==> src/rtl/rns_crt_sequencer.sv <==
`default_nettype none
// ============================================================================
// Module   : rns_crt_sequencer
// Purpose  : Sequential 3-channel RNS-to-binary CRT converter with iterative
//            modular-inverse search; optional inverse cache (RNS_SEQ_INV_CACHE_EN).
// Revision : 1.0
// ============================================================================
module rns_crt_sequencer #(
  parameter int RES_W = 3
) (
  input  logic               clk,
  input  logic               rst_n,
  input  logic               in_valid,
  output logic               in_ready,
  input  logic [RES_W-1:0]   residue1,
  input  logic [RES_W-1:0]   residue2,
  input  logic [RES_W-1:0]   residue3,
  input  logic [RES_W-1:0]   moduli1,
  input  logic [RES_W-1:0]   moduli2,
  input  logic [RES_W-1:0]   moduli3,
  output logic               out_valid,
  input  logic               out_ready,
  output logic [3*RES_W-1:0] binary,
  output logic               err,
  output logic               busy
);

  localparam int C_PROD_W = 2 * RES_W;
  localparam int C_FULL_W = 3 * RES_W;

  typedef enum logic [2:0] {
    S_IDLE = 3'd0,
    S_PROD = 3'd1,
    S_INV  = 3'd2,
    S_ACC  = 3'd3,
    S_DONE = 3'd4
  } state_t;

  state_t                    r_state;
  logic [2:0][RES_W-1:0]     r_res;
  logic [2:0][RES_W-1:0]     r_mod;
  logic [2:0][RES_W-1:0]     r_inv;
  logic [2:0][C_PROD_W-1:0]  r_prod;
  logic [C_FULL_W-1:0]       r_mtot;
  logic [C_FULL_W-1:0]       r_acc;
  logic [1:0]                r_idx;
  logic [RES_W-1:0]          r_k;
  logic [RES_W-1:0]          r_t;
  logic [RES_W-1:0]          r_step;
  logic                      r_err;

  logic [2:0][C_PROD_W-1:0]  w_prod;
  logic [C_FULL_W-1:0]       w_mtot;
  logic [C_FULL_W-1:0]       w_term;
  logic [C_FULL_W-1:0]       w_acc_next;
  logic [C_FULL_W:0]         w_sum;
  logic [1:0]                w_sel;
  logic [RES_W-1:0]          w_seed_div;
  logic [RES_W-1:0]          w_seed;
  logic [RES_W-1:0]          w_acc_div;
  logic [RES_W-1:0]          w_rk;
  logic [RES_W-1:0]          w_t_next;
  logic [RES_W:0]            w_t_add;
  logic [RES_W:0]            w_k_inc;
  logic                      w_bad;

  assign w_prod[0] = C_PROD_W'(r_mod[1]) * C_PROD_W'(r_mod[2]);
  assign w_prod[1] = C_PROD_W'(r_mod[0]) * C_PROD_W'(r_mod[2]);
  assign w_prod[2] = C_PROD_W'(r_mod[0]) * C_PROD_W'(r_mod[1]);
  assign w_mtot    = C_FULL_W'(w_prod[0]) * C_FULL_W'(r_mod[0]);
  assign w_bad     = (r_mod[0] < RES_W'(2)) || (r_mod[1] < RES_W'(2)) || (r_mod[2] < RES_W'(2));

  // Seed channel: channel 1 when leaving PROD, otherwise the channel after the current one.
  assign w_sel      = (r_state == S_INV && r_idx != 2'd2) ? r_idx + 2'd1 : 2'd0;
  assign w_seed_div = (r_mod[w_sel] == '0) ? RES_W'(1) : r_mod[w_sel];
  assign w_seed     = RES_W'(w_prod[w_sel] % C_PROD_W'(w_seed_div));

  assign w_t_add  = {1'b0, r_t} + {1'b0, r_step};
  assign w_t_next = RES_W'((w_t_add >= {1'b0, r_mod[r_idx]}) ? w_t_add - {1'b0, r_mod[r_idx]} : w_t_add);
  assign w_k_inc  = {1'b0, r_k} + {{RES_W{1'b0}}, 1'b1};

  assign w_acc_div  = (r_mod[r_idx] == '0) ? RES_W'(1) : r_mod[r_idx];
  assign w_rk       = RES_W'((C_PROD_W'(r_res[r_idx]) * C_PROD_W'(r_inv[r_idx])) % C_PROD_W'(w_acc_div));
  assign w_term     = C_FULL_W'(r_prod[r_idx]) * C_FULL_W'(w_rk);
  assign w_sum      = {1'b0, r_acc} + {1'b0, w_term};
  assign w_acc_next = C_FULL_W'((w_sum >= {1'b0, r_mtot}) ? w_sum - {1'b0, r_mtot} : w_sum);

`ifdef RNS_SEQ_INV_CACHE_EN
  logic                  r_cache_valid;
  logic [2:0][RES_W-1:0] r_cache_mod;
  logic [2:0][RES_W-1:0] r_cache_inv;
  logic                  w_cache_hit;

  assign w_cache_hit = r_cache_valid && (r_cache_mod == r_mod);

  // Only the last ACC step is ever reached error-free, so it is the commit point.
  always_ff @(posedge clk or negedge rst_n) begin
    if (!rst_n) begin
      r_cache_valid <= 1'b0;
      r_cache_mod   <= '0;
      r_cache_inv   <= '0;
    end else if (r_state == S_ACC && r_idx == 2'd2) begin
      r_cache_valid <= 1'b1;
      r_cache_mod   <= r_mod;
      r_cache_inv   <= r_inv;
    end
  end
`endif

  always_ff @(posedge clk or negedge rst_n) begin
    if (!rst_n) begin
      r_state   <= S_IDLE;
      r_res     <= '0;
      r_mod     <= '0;
      r_inv     <= '0;
      r_prod    <= '0;
      r_mtot    <= '0;
      r_acc     <= '0;
      r_idx     <= '0;
      r_k       <= '0;
      r_t       <= '0;
      r_step    <= '0;
      r_err     <= 1'b0;
      in_ready  <= 1'b1;
      out_valid <= 1'b0;
      binary    <= '0;
      err       <= 1'b0;
      busy      <= 1'b0;
    end else begin
      case (r_state)
        S_IDLE: begin
          if (in_valid && in_ready) begin
            r_res    <= {residue3, residue2, residue1};
            r_mod    <= {moduli3, moduli2, moduli1};
            r_acc    <= '0;
            r_idx    <= '0;
            r_err    <= 1'b0;
            in_ready <= 1'b0;
            busy     <= 1'b1;
            r_state  <= S_PROD;
          end
        end
        S_PROD: begin
          r_prod <= w_prod;
          r_mtot <= w_mtot;
          if (w_bad) begin
            r_err   <= 1'b1;
            r_state <= S_DONE;
          end
`ifdef RNS_SEQ_INV_CACHE_EN
          else if (w_cache_hit) begin
            r_inv   <= r_cache_inv;
            r_state <= S_ACC;
          end
`endif
          else begin
            r_k     <= RES_W'(1);
            r_t     <= w_seed;
            r_step  <= w_seed;
            r_state <= S_INV;
          end
        end
        S_INV: begin
          // r_t tracks k*(Mi mod mi) mod mi, so a hit means k is the inverse.
          if (r_t == RES_W'(1)) begin
            r_inv[r_idx] <= r_k;
            r_k          <= RES_W'(1);
            r_t          <= w_seed;
            r_step       <= w_seed;
            if (r_idx == 2'd2) begin
              r_idx   <= '0;
              r_state <= S_ACC;
            end else begin
              r_idx <= r_idx + 2'd1;
            end
          end else if (w_k_inc == {1'b0, r_mod[r_idx]}) begin
            r_err   <= 1'b1;
            r_state <= S_DONE;
          end else begin
            r_k <= r_k + RES_W'(1);
            r_t <= w_t_next;
          end
        end
        S_ACC: begin
          r_acc <= w_acc_next;
          if (r_idx == 2'd2) begin
            r_state <= S_DONE;
          end else begin
            r_idx <= r_idx + 2'd1;
          end
        end
        S_DONE: begin
          if (!out_valid) begin
            out_valid <= 1'b1;
            binary    <= r_err ? '0 : r_acc;
            err       <= r_err;
          end else if (out_ready) begin
            out_valid <= 1'b0;
            in_ready  <= 1'b1;
            busy      <= 1'b0;
            r_state   <= S_IDLE;
          end
        end
        default: r_state <= S_IDLE;
      endcase
    end
  end

endmodule
`default_nettype wire

==> config.mk <==
export PLATFORM = sky130hd
export DESIGN_NAME = rns_crt_sequencer
export DESIGN_NICKNAME = d
export VERILOG_FILES = /design/src/rtl/rns_crt_sequencer.sv
export SDC_FILE = /design/constraint.sdc
export NUM_CORES = 1
export LEC_CHECK = 0
export CORE_ASPECT_RATIO = 0.7
export CORE_MARGIN = 4
export CORE_UTILIZATION = 30
export CTS_CLUSTER_SIZE = 28
export DETAILED_ROUTE_END_ITERATION = 8
export SLEW_MARGIN = 40
export SYNTH_ARGS = -nofsm -noshare
export SYNTH_HDL_FRONTEND = slang
export SYNTH_SLANG_ARGS = --single-unit
==> constraint.sdc <==
create_clock -name clk -period 35.8 [get_ports clk]
set_input_delay 7.16 -clock clk [delete_from_list [all_inputs] [get_ports clk]]
set_output_delay 7.16 -clock clk [all_outputs]
set_load 0.03 [all_outputs]
# Word level (Yosys, flattened, before mapping)
# Index checks and enable logic that the tools add are counted.
[word_totals] output_inout_bits=13 elab_cells=154 register_bits=91 inputBits=22
[op_classes] reduce_logical=23 order_cmp=8 n_addsub=7 eq_ne=21 n_bitwise=1 n_div=2 muxes=61 multipliers=6
[op_table] operator="2-to-1 mux 3 bit" n=23
[op_table] operator="2-to-1 mux 9 bit" n=3
[op_table] operator="binary-select mux 3 bit (select 2 bit)" n=4
[op_table] operator="binary-select mux 6 bit (select 2 bit)" n=2
[op_table] operator="multiplier 3 x 3 -> 6 bit" n=4
[op_table] operator="multiplier 6 x 3 -> 9 bit" n=2
[op_table] operator="inequality test 2 bit, second input constant" n=9
[op_table] operator="case mux 3 bit (2 select lines)" n=3
[op_table] operator="case mux 9 bit (2 select lines)" n=1
[op_table] operator="case mux 3 bit (5 select lines)" n=1
[op_table] operator="modulo 6 x 3 -> 6 bit" n=2
[op_table] operator="2-to-1 mux 6 bit" n=2
[op_table] operator="2-to-1 mux 1 bit" n=11
[op_table] operator="adder 9 x 9 -> 10 bit" n=1
[op_table] operator="greater-or-equal comparator 10 x 9 -> 1 bit" n=1
[op_table] operator="2-to-1 mux 2 bit" n=5
[op_table] operator="bitwise mux 9 bit" n=1
[op_table] operator="logical NOT 3 bit" n=3
[op_table] operator="less-than comparator 3 x 2 -> 1 bit, second input constant" n=3
[op_table] operator="subtractor 9 bit" n=1
[op_table] operator="AND reduction 2 bit" n=4
[op_table] operator="AND reduction 4 bit" n=2
[op_table] operator="demux 3 bit (select 2 bit)" n=1
[op_table] operator="equality test 3 x 1 -> 1 bit, second input constant" n=2
[op_table] operator="other kinds (27)" n=38

# Depth between registers and ports, before layout
# Gate-level depths: netlist of the first run.
[depth] ltp_word=10 ltp_mapped=63

# Worst setup path after synthesis of the first run
# Ideal clock, no wire load.
[synth_timing] kind="register to register" startpoint="register r_idx[0]" endpoint="register r_acc[0]" path_slack_ps=22894 stages_incl_launch_ff=58 n_path_buf=3 t_arrival_ps=12823 period_less_slack_ps=12906 setup_time_ps=83 cell_sequence="dfrtp_1 > clkbuf_1 > buf_2 > buf_1 > nor2_1 > a21oi_1 > nor2_1 > fa_1 > ha_1 > a21o_1 > a21o_1 > ha_1 > a31o_2 > a21boi_0 > ha_1 > o21a_1 > or3b_2 > nor2_1 > [... 22 more ...] > nor4_1 > mux2_2 > or2_2 > fa_1 > fa_1 > inv_1 > fa_1 > ha_1 > nor2b_1 > o21ai_0 > a21boi_0 > o21ai_0 > a21boi_0 > o21a_1 > o31ai_1 > nand2_1 > mux2_2 > o22ai_1"
[synth_via] elab_chain_len=10
[synth_lines] element="start: declaration" line_no="46" rtl="logic [1:0] r_idx;"
[synth_lines] element="start signal: assignment" line_no="174" rtl="r_idx <= r_idx + 2'd1;"
[synth_lines] element="start signal: assignment" line_no="189" rtl="r_idx <= r_idx + 2'd1;"
[synth_lines] element="branches (longest 5 deep; another with multiplier 3 x 3 -> 6 bit)"
[synth_lines] element="multiplier 6 x 3 -> 9 bit *" line_no="84" rtl="assign w_term = C_FULL_W'(r_prod[r_idx]) * C_FULL_W'(w_rk);"
[synth_lines] element="adder 9 x 9 -> 10 bit *" line_no="85" rtl="assign w_sum = {1'b0, r_acc} + {1'b0, w_term};"
[synth_lines] element="subtractor 9 bit / greater-or-equal comparator 10 x 9 -> 1 bit (equally long branches)" line_no="86" rtl="assign w_acc_next = C_FULL_W'((w_sum >= {1'b0, r_mtot}) ? w_sum - {1'b0, r_mtot} : w_sum);"
[synth_lines] element="2-to-1 mux 9 bit *" line_no="86"
[synth_lines] element="case mux 9 bit (2 select lines) *" line_no="130" rtl="case (r_state)"
[synth_lines] element="end signal: assignment" line_no="185" rtl="r_acc <= w_acc_next;"
[synth_lines] element="end: declaration" line_no="45" rtl="logic [C_FULL_W-1:0] r_acc;"
# Every way passes the cells marked *. The select of a mux whose other input is x is not followed.
# A chain may end at the register's enable or synchronous reset.

# Worst setup path in the final report of the first run
[layout_timing] startpoint="register r_idx[1]" endpoint="register r_acc[1]"
# Same word-level chain as after synthesis.

==> results_dict.tcl, run 1 <==
set metrics [dict create \
    outcome "finished, final reports clean" \
    cp-end-kind "register" \
    reg2reg_setup_slack_ns 21.42 \
    path_max_fanout 15 \
    fmaxAchievable_mhz 69.6 \
    detailed_place.area_um2 9310 \
    area_growth_syn_to_layout_pct 12.5 \
    antenna_left 0 \
    rsz0062_at_grt "no" \
    post_synth_inst_count 978 \
    worst-slew-pin-transition_ns 0.718 \
    timing.slew.headroom 0.516 \
    grt_antenna_before_repair 0 \
    post-route-drc-count 0 \
    worst_skew_pair.late_latency_ns 0.36 \
    count_of_routing_violations_after_the_opening_detailed_route_iteration 418 \
    final_clock_period_utilization_by_the_worst_path 0.402 \
    worst_ep_required_time_ns 36.07 \
    crit_path_frequent_cell "sky130_fd_sc_hd__ha_1" \
    synth-seq-area-share 0.266 \
    maxCapViolations 0 \
    initial_utilization 0.307 \
    cts_htree_levels 3 \
    synthesis.area_per_instance_um2 8.76 \
    ant_diodes 0 \
    holdCritPathClass "register to register" \
    grt_pass1_wl_um 36500 \
    finClkSkew_ns 0.0100 \
    slew_violations 0 \
    final-hold-violation-count 0 \
    post_synth_instance_area_um2 8570 \
    top_cells_by_instance_count_after_synthesis "sky130_fd_sc_hd__nand2_1, sky130_fd_sc_hd__ha_1, sky130_fd_sc_hd__dfrtp_1, sky130_fd_sc_hd__inv_1, sky130_fd_sc_hd__nor2_1" \
    num_vias 6892 \
    numPortBuffers 34 \
    drtPass1Iterations 5 \
    design.core.area_um2 27900 \
    ys_warn_count 0 \
    rows 51 \
    yosys.cell_types.count 83 \
    dieArea_um2 31400 \
    tritoncts_clock_tree "built" \
    yosysTopAreaCell "sky130_fd_sc_hd__dfrtp_1" \
    globalplace.congestion 0.866 \
    report.final.setup_viol 0 \
    cts.reportedPaths.clkPinSlew_ns 0.07 \
    fin_crit_ns 14.38 \
    detail_route.wirelength_um 21400 \
    worst_setup_path_class "register to register" \
    vias_in_the_first_global_route 6904 \
    detailed_place_hpwl_um 16600 \
    ctsHoldBuffers 0 \
    critical-path-max-stage-delay_ns 0.54 \
    ys_seq_elements 91 \
    synth_largest_type_area_fraction 0.263 \
    yosys-top-cells-area "sky130_fd_sc_hd__dfrtp_1, sky130_fd_sc_hd__ha_1, sky130_fd_sc_hd__fa_1" \
    fraction_of_final_layout_cells_with_drive_strength_greater_than_1 0.0979 \
    top_level_ports 35 \
    grt.overflow.total 0 \
    cts.root.buffer_cell "sky130_fd_sc_hd__clkbuf_16" \
    grt_use_total 0.141 \
    cts_inserted_buffers 9 \
    die-height_um 149 \
    crit_path_top_delay_cell "sky130_fd_sc_hd__nor2b_2" \
    setup_tns_ns 0 \
    fillers 2873 \
    synth_edf_count 0 \
    final_design_area_no_fill_um2 9640 \
    post_drt_wl_per_cell_um 15.6 \
    number_of_nets_in_the_layout 1139 \
    grt_max_degree 76 \
    post_cts.resized_instances 0 \
    startpoint_type "register" \
    cp_data_arrival_time_ns 14.65 \
    avgViaCountPerCell 5.02 \
    synthArstFlopShare 1.00 \
    die_x_um 210 \
    postCtsSetupRepairBufs 0 \
    synth_ff_type "sky130_fd_sc_hd__dfrtp_1" \
    synth_nets 1120 \
    cts_buffer_depth 2 \
    yosys.cell_count.top_type "sky130_fd_sc_hd__nand2_1" \
    clock_sink_count 91 \
]
[sequential cells by signal, summed over array words and instances, names as in the netlist]
name	count
r_mod	9
busy	1
r_step	3
binary	9
r_state	3
r_acc	9
r_mtot	9
r_t	3
in_ready	1
r_inv	9
r_prod	18
r_res	9
r_idx	2
err	1
r_err	1
r_k	3
out_valid	1
[stage by stage]
step,hold WS [ns],cells,utilization,worst slack [ns]
floorplan,0.438,978,-,22.89
global placement,0.459,1357,0.333,21.82
detailed placement,0.457,1357,0.333,21.62
CTS,0.474,1372,0.345,21.50
global route,0.504,1372,0.345,20.18
finish,0.469,1372,0.345,21.42
[path summary, 6_finish.rpt]
path | start | to | cells after the start
worst min register to register | r_prod[6] | r_prod[6] | 2
worst min-delay path | r_prod[6] | r_prod[6] | 2
min in group asynchronous | rst_n | binary[3] | 1
worst max register to register | r_idx[1] | r_acc[1] | 55
worst max-delay path | r_idx[1] | r_acc[1] | 55
max in group asynchronous | rst_n | r_prod[2] | 2
[metal layers]
| layer | share of wire | routed length [µm] | GRT usage |
|---|---|---|---|
| met1 | 0.51 | 10900 | 0.206 |
| met2 | 0.44 | 9470 | 0.223 |
| met3 | 0.029 | 628 | 0.0191 |
| met4 | 0.015 | 328 | 0.0326 |
| met5 | 0 | 0 | 0 |
[placed cells by master (no fill, tap or decap), types with 5 or more instances in the layout]
cell	n
sky130_fd_sc_hd__buf_4	8
sky130_fd_sc_hd__clkbuf_16	9
sky130_fd_sc_hd__or2_2	9
sky130_fd_sc_hd__o211ai_1	6
sky130_fd_sc_hd__a22oi_1	8
sky130_fd_sc_hd__nand3_1	13
sky130_fd_sc_hd__mux2i_1	30
sky130_fd_sc_hd__mux2_2	39
sky130_fd_sc_hd__a31oi_1	7
sky130_fd_sc_hd__nand2_1	124
sky130_fd_sc_hd__clkdlybuf4s50_1	33
sky130_fd_sc_hd__inv_1	90
sky130_fd_sc_hd__nor2b_1	7
sky130_fd_sc_hd__a21oi_1	43
sky130_fd_sc_hd__o21a_1	9
sky130_fd_sc_hd__o31ai_1	8
sky130_fd_sc_hd__fa_1	29
sky130_fd_sc_hd__and2_1	23
sky130_fd_sc_hd__nor3_1	9
sky130_fd_sc_hd__nand2b_1	15
sky130_fd_sc_hd__a21o_1	17
sky130_fd_sc_hd__nand3b_1	5
sky130_fd_sc_hd__ha_1	91
sky130_fd_sc_hd__xor2_1	12
sky130_fd_sc_hd__o22ai_1	11
sky130_fd_sc_hd__o21ai_0	49
sky130_fd_sc_hd__a2111oi_0	5
sky130_fd_sc_hd__dfrtp_1	90
sky130_fd_sc_hd__a211oi_1	7
sky130_fd_sc_hd__nor2_1	81
sky130_fd_sc_hd__xnor2_1	17
sky130_fd_sc_hd__o21bai_1	7
[cell families (layout without fill, tap and decap cells)]
| group | count (synthesis) | after routing | share of synthesized area |
|---|---|---|---|
| AOI/OAI and AO/OA | 221 | 221 | 0.174 |
| xor gates and xnor gates | 29 | 29 | 0.0296 |
| adders and majority gates | 120 | 120 | 0.201 |
| buffers and inverters | 126 | 149 | 0.0568 |
| DFF | 91 | 91 | 0.266 |
| muxes | 72 | 72 | 0.0920 |
| and+or+nand+nor | 319 | 319 | 0.181 |
[critical path, delay by kind of cell, from the launching register on]
family	cells	cell delay, ns
buf+inv	3	0.40
simple gates	13	3.07
fa+ha+maj	12	4.18
flops	1	0.50
compound gates	24	4.95
mux	3	1.17
[cell type report]
cell class                 count  area (µm²)  area share
clock buffer                  10         239      0.0248
clock inverter                 5        85.1     0.00883
inverter                      92         345      0.0358
multi-input combinational    761        5830       0.604
sequential                    91        2280       0.236
tap                          371         464      0.0482
timing repair buffer          42         402      0.0417
Power of run 1 is left out: the tool's default activity adds up to more than one toggle a clock period on the data nets, which glitch-free logic cannot reach.
==> run 2, diff against run 1 <==
==> constraint.sdc (replaced) <==
create_clock -name clk -period 12.83 [get_ports clk]
set_input_delay 2.566 -clock clk [delete_from_list [all_inputs] [get_ports clk]]
set_output_delay 2.566 -clock clk [all_outputs]
set_load 0.03 [all_outputs]
==> run 2 against run 1 <==
Effect of this change: non-clock buffer count up 37; core utilization rose by 2.0 points; via count rose by 4.8%; clock-buffer cell count stayed put; sequential cell count is the same; critical endpoint unchanged; register-to-register slack lost 21 ns.
==> results_dict.tcl, run 2 (synthesized netlist as in run 1, its figures left out) <==
set metrics [dict create \
    globalplace.congestion 0.861 \
    count_of_routing_violations_after_the_opening_detailed_route_iteration 416 \
    cts_htree_levels 3 \
    fmaxAchievable_mhz 80.9 \
    num_vias 7222 \
    worst-slew-pin-transition_ns 0.706 \
    initial_utilization 0.307 \
    largest_reg_flops 18 \
    finClkSkew_ns 0.00811 \
    cts_inserted_buffers 9 \
    timing.slew.headroom 0.526 \
    grt_pass1_wl_um 35800 \
    detailed_place_hpwl_um 16700 \
    startpoint_type "register" \
    path_max_fanout 7 \
    setup_tns_ns 0 \
    numPortBuffers 34 \
    final-hold-violation-count 0 \
    final_clock_period_utilization_by_the_worst_path 0.963 \
    critical-path-max-stage-delay_ns 0.52 \
    design.core.area_um2 27900 \
    cts_buffer_depth 2 \
    grt_antenna_before_repair 0 \
    detail_route.wirelength_um 22000 \
    fraction_of_final_layout_cells_with_drive_strength_greater_than_1 0.165 \
    die-height_um 149 \
    fin_crit_ns 12.36 \
    hold_start "r_prod[6]" \
    post_drt_wl_per_cell_um 15.6 \
    ant_diodes 0 \
    crit_path_top_delay_cell "sky130_fd_sc_hd__fa_1" \
    whs_ns 0.473 \
    clock_sink_count 91 \
    top_level_ports 35 \
    rows 51 \
    cp-end-kind "register" \
    layout_commonest_cell "sky130_fd_sc_hd__nand2_1" \
    grt_use_total 0.139 \
    antenna_left 0 \
    r2r-start "r_idx[1]" \
    avgViaCountPerCell 5.12 \
    grt.overflow.total 0 \
    tritoncts_clock_tree "built" \
    crit_path_frequent_cell "sky130_fd_sc_hd__ha_1" \
    most-common-layout-cells "sky130_fd_sc_hd__nand2_1, sky130_fd_sc_hd__inv_1, sky130_fd_sc_hd__dfrtp_1" \
    cts.root.buffer_cell "sky130_fd_sc_hd__clkbuf_16" \
    cts.reportedPaths.clkPinSlew_ns 0.07 \
    vias_in_the_first_global_route 6845 \
    worst_ep_required_time_ns 13.10 \
    holdCritPathClass "register to register" \
    outcome "finished, final reports clean" \
    number_of_nets_in_the_layout 1177 \
    worst_skew_pair.late_latency_ns 0.35 \
    grt_max_degree 72 \
    drtPass1Iterations 6 \
    critPathLaunch "r_idx[1]" \
    placedCellCount 1380 \
    dieArea_um2 31400 \
    worst_setup_path_class "register to register" \
    report.final.setup_viol 0 \
    area_growth_syn_to_layout_pct 18.9 \
    final_cell_count_no_fill 1411 \
    cp_data_arrival_time_ns 12.63 \
    maxCapViolations 0 \
    die_x_um 210 \
    top_register "r_prod" \
    fillers 2854 \
    post-route-drc-count 0 \
    slew_violations 0 \
]
[run 2: cell count changes in the layout (fill, tap and decap cells not counted), moves of 4 or more]
| cell | before | now |
|---|---|---|
| sky130_fd_sc_hd__a21oi_1 | 43 | 34 |
| sky130_fd_sc_hd__a21oi_2 | 3 | 11 |
| sky130_fd_sc_hd__buf_4 | 8 | 45 |
| sky130_fd_sc_hd__ha_1 | 91 | 87 |
| sky130_fd_sc_hd__o21ai_0 | 49 | 44 |
| sky130_fd_sc_hd__xnor2_1 | 17 | 13 |
| sky130_fd_sc_hd__xnor2_2 | 0 | 4 |
[run 2: repair_timing]
item	CTS	global route
hold buffers	0	0
endpoints found under the setup margin	9	9
cloned	1	0
endpoints found under the hold margin	0	0
pin swaps	1	19
resized for setup	14	43
buffers inserted	1	13
[run 2: worst paths after layout]
check	end	slack (ns)	depth (start not counted)
max in group asynchronous	r_idx[1]	9.73	2
max	r_acc[1]	0.47	57
min reg2reg	r_prod[6]	0.47	2
min	r_prod[6]	0.47	2
max reg2reg	r_acc[1]	0.47	57
min in group asynchronous	err	2.10	1
[run 2: critical path: cells and delay by family, from the launching register on]
family / cells / cell delay, ns
AO/OA/AOI/OAI: 26 / 4.37
XOR/XNOR: 1 / 0.16
adder cells (fa/ha/maj): 12 / 3.59
buffers and inverters: 4 / 0.45
flip-flops: 1 / 0.44
multiplexers: 3 / 1.01
AND/OR/NAND/NOR: 11 / 2.19
[run 2: per-layer routing]
layer / global-route usage / up-vias / part of all wire / wire length (µm)
li1: - / 3541 / - / -
met1: 0.203 / 3511 / 0.50 / 11100
met2: 0.216 / 152 / 0.44 / 9710
met3: 0.0242 / 18 / 0.045 / 996
met4: 0.0290 / 0 / 0.012 / 265
met5: 0 / - / 0 / 0
[run 2: area by class of cell]
| type | count | area [µm²] | area share |
|---|---|---|---|
| sequential | 91 | 2280 | 0.224 |
| tap | 371 | 464 | 0.0456 |
| timing repair buffer | 79 | 679 | 0.0667 |
| clock inverter | 6 | 87.6 | 0.00860 |
| clock buffer | 10 | 239 | 0.0235 |
| inverter | 92 | 345 | 0.0339 |
| multi-input combinational | 762 | 6090 | 0.598 |
[run 2: per-stage QoR]
step / cell area, µm² / util / setup WS, ns
2_1_floorplan: 8570 / - / 0.0643
3_3_place_gp: 9470 / 0.339 / 0.0171
3_5_place_dp: 9470 / 0.339 / -0.469
4_1_cts: 9860 / 0.353 / 0.0301
5_1_grt: 10200 / 0.365 / -0.0795
6_report: 10200 / 0.365 / 0.474
Power of run 2 is left out for the same reason.
==> run 3, diff against run 2 <==
==> constraint.sdc (replaced) <==
create_clock -name clk -period 12.83 [get_ports clk]
set_input_delay 1.283 -clock clk [delete_from_list [all_inputs] [get_ports clk]]
set_output_delay 1.283 -clock clk [all_outputs]
set_load 0.03 [all_outputs]
==> results of run 3 <==
The final DEF is identical to that of run 2. Status: finished, final reports clean.
Power of run 3 is left out for the same reason.
